## config.mk

```make
export PLATFORM = sky130hd
export DESIGN_NAME = std_fp_sacc_pipe
export DESIGN_NICKNAME = d
export VERILOG_FILES = /design/src/rtl/std_fp_sacc_pipe.sv
export SDC_FILE = /design/constraint.sdc
export NUM_CORES = 1
export LEC_CHECK = 0
export ABC_CLOCK_PERIOD_IN_PS = 5300
export CELL_PAD_IN_SITES_DETAIL_PLACEMENT = 2
export CELL_PAD_IN_SITES_GLOBAL_PLACEMENT = 2
export CORE_MARGIN = 5
export CORE_UTILIZATION = 40
export CTS_BUF_LIST = sky130_fd_sc_hd__clkbuf_2 sky130_fd_sc_hd__clkbuf_4 sky130_fd_sc_hd__clkbuf_8
export DETAILED_ROUTE_END_ITERATION = 6
export DONT_BUFFER_PORTS = 1
export PLACE_DENSITY = 0.81
export SLEW_MARGIN = 10
export SYNTH_ARGS = -nofsm -noshare
export SYNTH_HDL_FRONTEND = slang
export SYNTH_SLANG_ARGS = --single-unit
```

## constraint.sdc

```tcl
create_clock -name clk -period 5.3 [get_ports clk]
set_clock_uncertainty 0.15 [all_clocks]
set_input_delay 0.795 -clock clk [delete_from_list [all_inputs] [get_ports clk]]
set_output_delay 0.795 -clock clk [all_outputs]
set_load 0.01 [all_outputs]
```

## src/rtl/std_fp_sacc_pipe.sv

```systemverilog
// rtl/std_fp_sacc_pipe.sv - signed fixed-point accumulator with go/done control
//
// Sums len signed WIDTH-bit terms into an ACC_W = WIDTH+GUARD accumulator and
// returns one WIDTH-bit result. The binary point (INT_WIDTH.FRAC_WIDTH) passes
// through unchanged. No rounding is applied.
//
// Ports:
//   clk       rising-edge clock
//   reset     asynchronous active-high reset
//   go        start/hold, kept high until done; dropping it in ACC aborts
//   len       term count, sampled on the start cycle
//   in        signed term
//   in_valid  term present this cycle
//   in_ready  block accepts a term this cycle
//   out       signed result, held until the next completed operation
//   done      one-cycle pulse, out valid
//
// Optional feature: define STD_FP_SACC_SAT_EN to saturate the result to the
// WIDTH-bit signed range. Otherwise the result wraps (low WIDTH bits of acc).
module std_fp_sacc_pipe #(
    parameter int WIDTH      = 32,
    parameter int INT_WIDTH  = 16,
    parameter int FRAC_WIDTH = 16,
    parameter int CNT_WIDTH  = 8,
    parameter int GUARD      = 8
) (
    input  logic                 clk,
    input  logic                 reset,
    input  logic                 go,
    input  logic [CNT_WIDTH-1:0] len,
    input  logic [WIDTH-1:0]     in,
    input  logic                 in_valid,
    output logic                 in_ready,
    output logic [WIDTH-1:0]     out,
    output logic                 done
);

    localparam int ACC_W = WIDTH + GUARD;

    generate
        if (GUARD < CNT_WIDTH) begin : g_guard_check
            $error("std_fp_sacc_pipe: GUARD must be >= CNT_WIDTH");
        end
        if (INT_WIDTH + FRAC_WIDTH != WIDTH) begin : g_point_check
            $error("std_fp_sacc_pipe: INT_WIDTH+FRAC_WIDTH must equal WIDTH");
        end
    endgenerate

    typedef enum logic [1:0] {
        S_IDLE,
        S_ACC,
        S_FIN
    } state_t;

    state_t                     state;
    logic signed [ACC_W-1:0]    acc;
    logic [CNT_WIDTH-1:0]       cnt;
    logic [CNT_WIDTH-1:0]       len_q;
    // Cleared after each completion so a go still held high past done cannot
    // start a second operation; any low cycle of go re-arms.
    logic                       armed;
    logic signed [ACC_W-1:0]    term_ext;
    logic [WIDTH-1:0]           clamp_val;

    assign term_ext = {{GUARD{in[WIDTH-1]}}, in};
    assign in_ready = (state == S_ACC);

`ifdef STD_FP_SACC_SAT_EN
    // acc fits in WIDTH bits only when all bits from WIDTH-1 upward agree.
    logic acc_hi_ones;
    logic acc_hi_zeros;

    assign acc_hi_ones  = &acc[ACC_W-1:WIDTH-1];
    assign acc_hi_zeros = ~|acc[ACC_W-1:WIDTH-1];

    always_comb begin
        clamp_val = acc[WIDTH-1:0];
        if (!acc_hi_ones && !acc_hi_zeros) begin
            clamp_val = acc[ACC_W-1] ? {1'b1, {(WIDTH-1){1'b0}}}
                                     : {1'b0, {(WIDTH-1){1'b1}}};
        end
    end
`else
    logic unused_acc_hi;

    assign unused_acc_hi = ^acc[ACC_W-1:WIDTH];
    assign clamp_val     = acc[WIDTH-1:0];
`endif

    always_ff @(posedge clk or posedge reset) begin
        if (reset) begin
            state <= S_IDLE;
            acc   <= '0;
            cnt   <= '0;
            len_q <= '0;
            out   <= '0;
            done  <= 1'b0;
            armed <= 1'b1;
        end else begin
            done <= 1'b0;
            case (state)
                S_IDLE: begin
                    if (go && armed) begin
                        len_q <= len;
                        acc   <= '0;
                        cnt   <= '0;
                        state <= (len == '0) ? S_FIN : S_ACC;
                    end
                end
                S_ACC: begin
                    // Abort takes priority over a term arriving this cycle.
                    if (!go) begin
                        state <= S_IDLE;
                    end else if (in_valid) begin
                        acc <= acc + term_ext;
                        cnt <= cnt + 1'b1;
                        if (cnt == len_q - 1'b1) begin
                            state <= S_FIN;
                        end
                    end
                end
                S_FIN: begin
                    out   <= clamp_val;
                    done  <= 1'b1;
                    armed <= 1'b0;
                    state <= S_IDLE;
                end
                default: state <= S_IDLE;
            endcase
            if (!go) begin
                armed <= 1'b1;
            end
        end
    end

endmodule

```

==> qor.csv <==
metric;value;unit
commonest non-fill, non-tap cells in the layout;nand2_1, dfrtp_1, o21ai_0, ha_1, a21oi_1;
Unique masters post-synth;60;
Mapped Avg Cell Area;8.79;um2
Final Hold Viols;0;
CP arrival;3550;ps
Slew Limit Fails;0;
fin nets;640;
max incr delay on CP;420;ps
Fmax;0.296;GHz
CP top delay family;simple AND/OR/NAND/NOR gates;
root buffer cell;clkbuf_8;
WHS;234;ps
Slowest-stage cell, CP;or4_1;
peak fanout along the critical path;5;
Post-Syn Area;0.00496;mm2
final setup vio count;0;
total track usage;21.6;%
VDD IR max;178;uV
maxcap violations;0;
hold buffers post-CTS;0;
Initial Utilization;41.1;%
row cnt;40;
RR Startpoint;acc[0];
RePlAce Congestion;0.786;
Clock transition at path regs;90;ps
Main synth FF type;dfrtp_1;
Buf+Inv Stages, Crit Path;1;
Clock Latency Late Sink;390;ps
post-layout util;44.8;%
Die Span Y;121;um
syn nets;642;
Placed Area;0.00513;mm2
n_diodes;0;
Ports;78;
Post-CTS Setup Bufs;0;
htree depth;3;
reg2reg path depth;12;
setup TNS;0;ps
LEAKAGE;2.56;nW
DRT iter0 DRCs;136;
post-synthesis sequential area ratio;42.4;%
vias in the first global route;4794;
DIE WIDTH;121;um
initial antenna violation count;0;
drt drc;0;
WL final;15100;um
Syn Inst Count;564;
die area;0.0147;mm2
worst endpoint required time;5470;ps
clk sink count;84;
commonest non-fill, non-tap cell in the layout;nand2_1;
YS warnings;0;
fill count;1317;
DP HPWL;10700;um
status;complete, no violations;
overall via count from detail_route;4114;
crit start category;register;
design area;0.00540;mm2
P&R area growth vs syn;8.98;%
Num CTS Buffers;9;
post-synthesis register bit count;84;
PostCTS Resize Cnt;0;
Tightest Pin Transition;1100;ps
drt pass-1 iters;4;
Worst slew margin;26.2;%
global route overflow;0;
core area;0.0121;mm2
port bufs;0;
drt wl/cell;20.5;um
RSZ-0062 raised after global routing;false;
flop2flop setup slack;1920;ps
Hold Crit Class;primary input to async pin;
clk buf depth;2;
Critical Path Sink Type;register;
largest net degree at the start of global routing;44;
CTS tree;done;
Tcrit/Tclk final;63.7;%
Post-synth EDFFs;0;
first-pass GRT wire length;25000;um
RR Endpoint;acc[28];
crit path kind;register to register;
async set or reset register ratio after synthesis;100;%
post-route ant nets;0;
Vias/cell;5.60;
layout cells sized above 1;6.70;%
pwr/cell area;604;mW/mm2
fin crit period;3380;ps
crit-path cells;ha_1 > inv_1 > fa_1 > nor2b_1 > o2111ai_1 > a31oi_1 > nand4_1 > a211oi_1 > or2_1 > a311oi_1 > or4_1 > nand3_1;
registers in the layout, indices dropped and copies added (netlist names):
signal / cells
out: 32
done: 1
acc: 32
state: 2
armed: 1
cnt: 8
len_q: 8
cell families (layout without fill, tap and decap cells):
| group | count (synthesis) | count (layout) | share of synthesized area [%] |
|---|---|---|---|
| and+or+nand+nor | 233 | 233 | 20.8 |
| buffers and inverters | 34 | 37 | 2.83 |
| xor gates and xnor gates | 41 | 41 | 7.24 |
| adders and majority gates | 34 | 34 | 8.73 |
| AOI/OAI and AO/OA | 130 | 130 | 16.1 |
| DFF | 84 | 84 | 42.4 |
| muxes | 8 | 8 | 1.79 |
synth_stat cells (all sizes together) (3+ instances only):
library cell	number	area share, %
a21o	10	1.5
a21oi	28	2.8
a22o	3	0.53
a22oi	3	0.45
a311oi	3	0.53
a31oi	7	0.88
and2	3	0.38
and3	4	0.53
clkbuf	16	1.4
dfrtp	83	42
ha	33	8.3
inv	16	1.2
mux2	7	1.6
nand2	150	11
nand2b	4	0.50
nand3	13	1.4
nand4	4	0.50
nor2	27	2.0
nor2b	3	0.38
nor3	7	0.71
nor4	4	0.50
nor4b	3	0.78
o211ai	4	0.81
o21a	4	0.61
o21ai	49	4.9
o22ai	3	0.38
xnor2	25	4.4
xor2	16	2.8
how the worst max path moves through the flow:
| stage | endpoint | cells past startpoint | start |
|---|---|---|---|
| after floorplan | acc[30] | 13 | in[0] |
| after global placement | acc[30] | 12 | in[0] |
| after detailed placement | acc[30] | 12 | in[0] |
| after CTS | acc[30] | 12 | acc[0] |
| after global routing | acc[30] | 12 | acc[0] |
| final | acc[28] | 12 | acc[0] |
per-layer routing:
layer	wire length (um)	vias to the layer above	GRT usage [%]
li1	-	1945	-
met1	6480	2098	25.2
met5	0	-	0
met2	7740	57	39.0
met4	232	0	7.42
met3	630	14	4.62
power by group:
part	leakage [nW]	total, mW	switching, mW	internal, mW
Combinational	1.31	1.45	0.884	0.566
Clock	0.129	0.638	0.264	0.374
Sequential	1.12	1.17	0.279	0.894
Total	2.56	3.26	1.43	1.83
final cells by class:
class / instances / area (um2) / share of cell area [%]
tap: 168 / 210 / 3.89
inverter: 16 / 61.3 / 1.13
sequential: 84 / 2100 / 38.9
clock buffer: 10 / 138 / 2.55
multi-input combinational: 446 / 2720 / 50.3
timing repair buffer: 5 / 37.5 / 0.695
clock inverter: 6 / 135 / 2.50
per-stage QoR:
stage	instances	setup slack [ps]	power, mW
final	735	1920	3.26
after global routing	735	1680	3.52
after CTS	735	1910	3.30
after detailed placement	719	1570	2.62
after global placement	719	1690	2.50
after floorplan	564	2010	2.20
No activity file was read; power rests on OpenSTA's default activity.
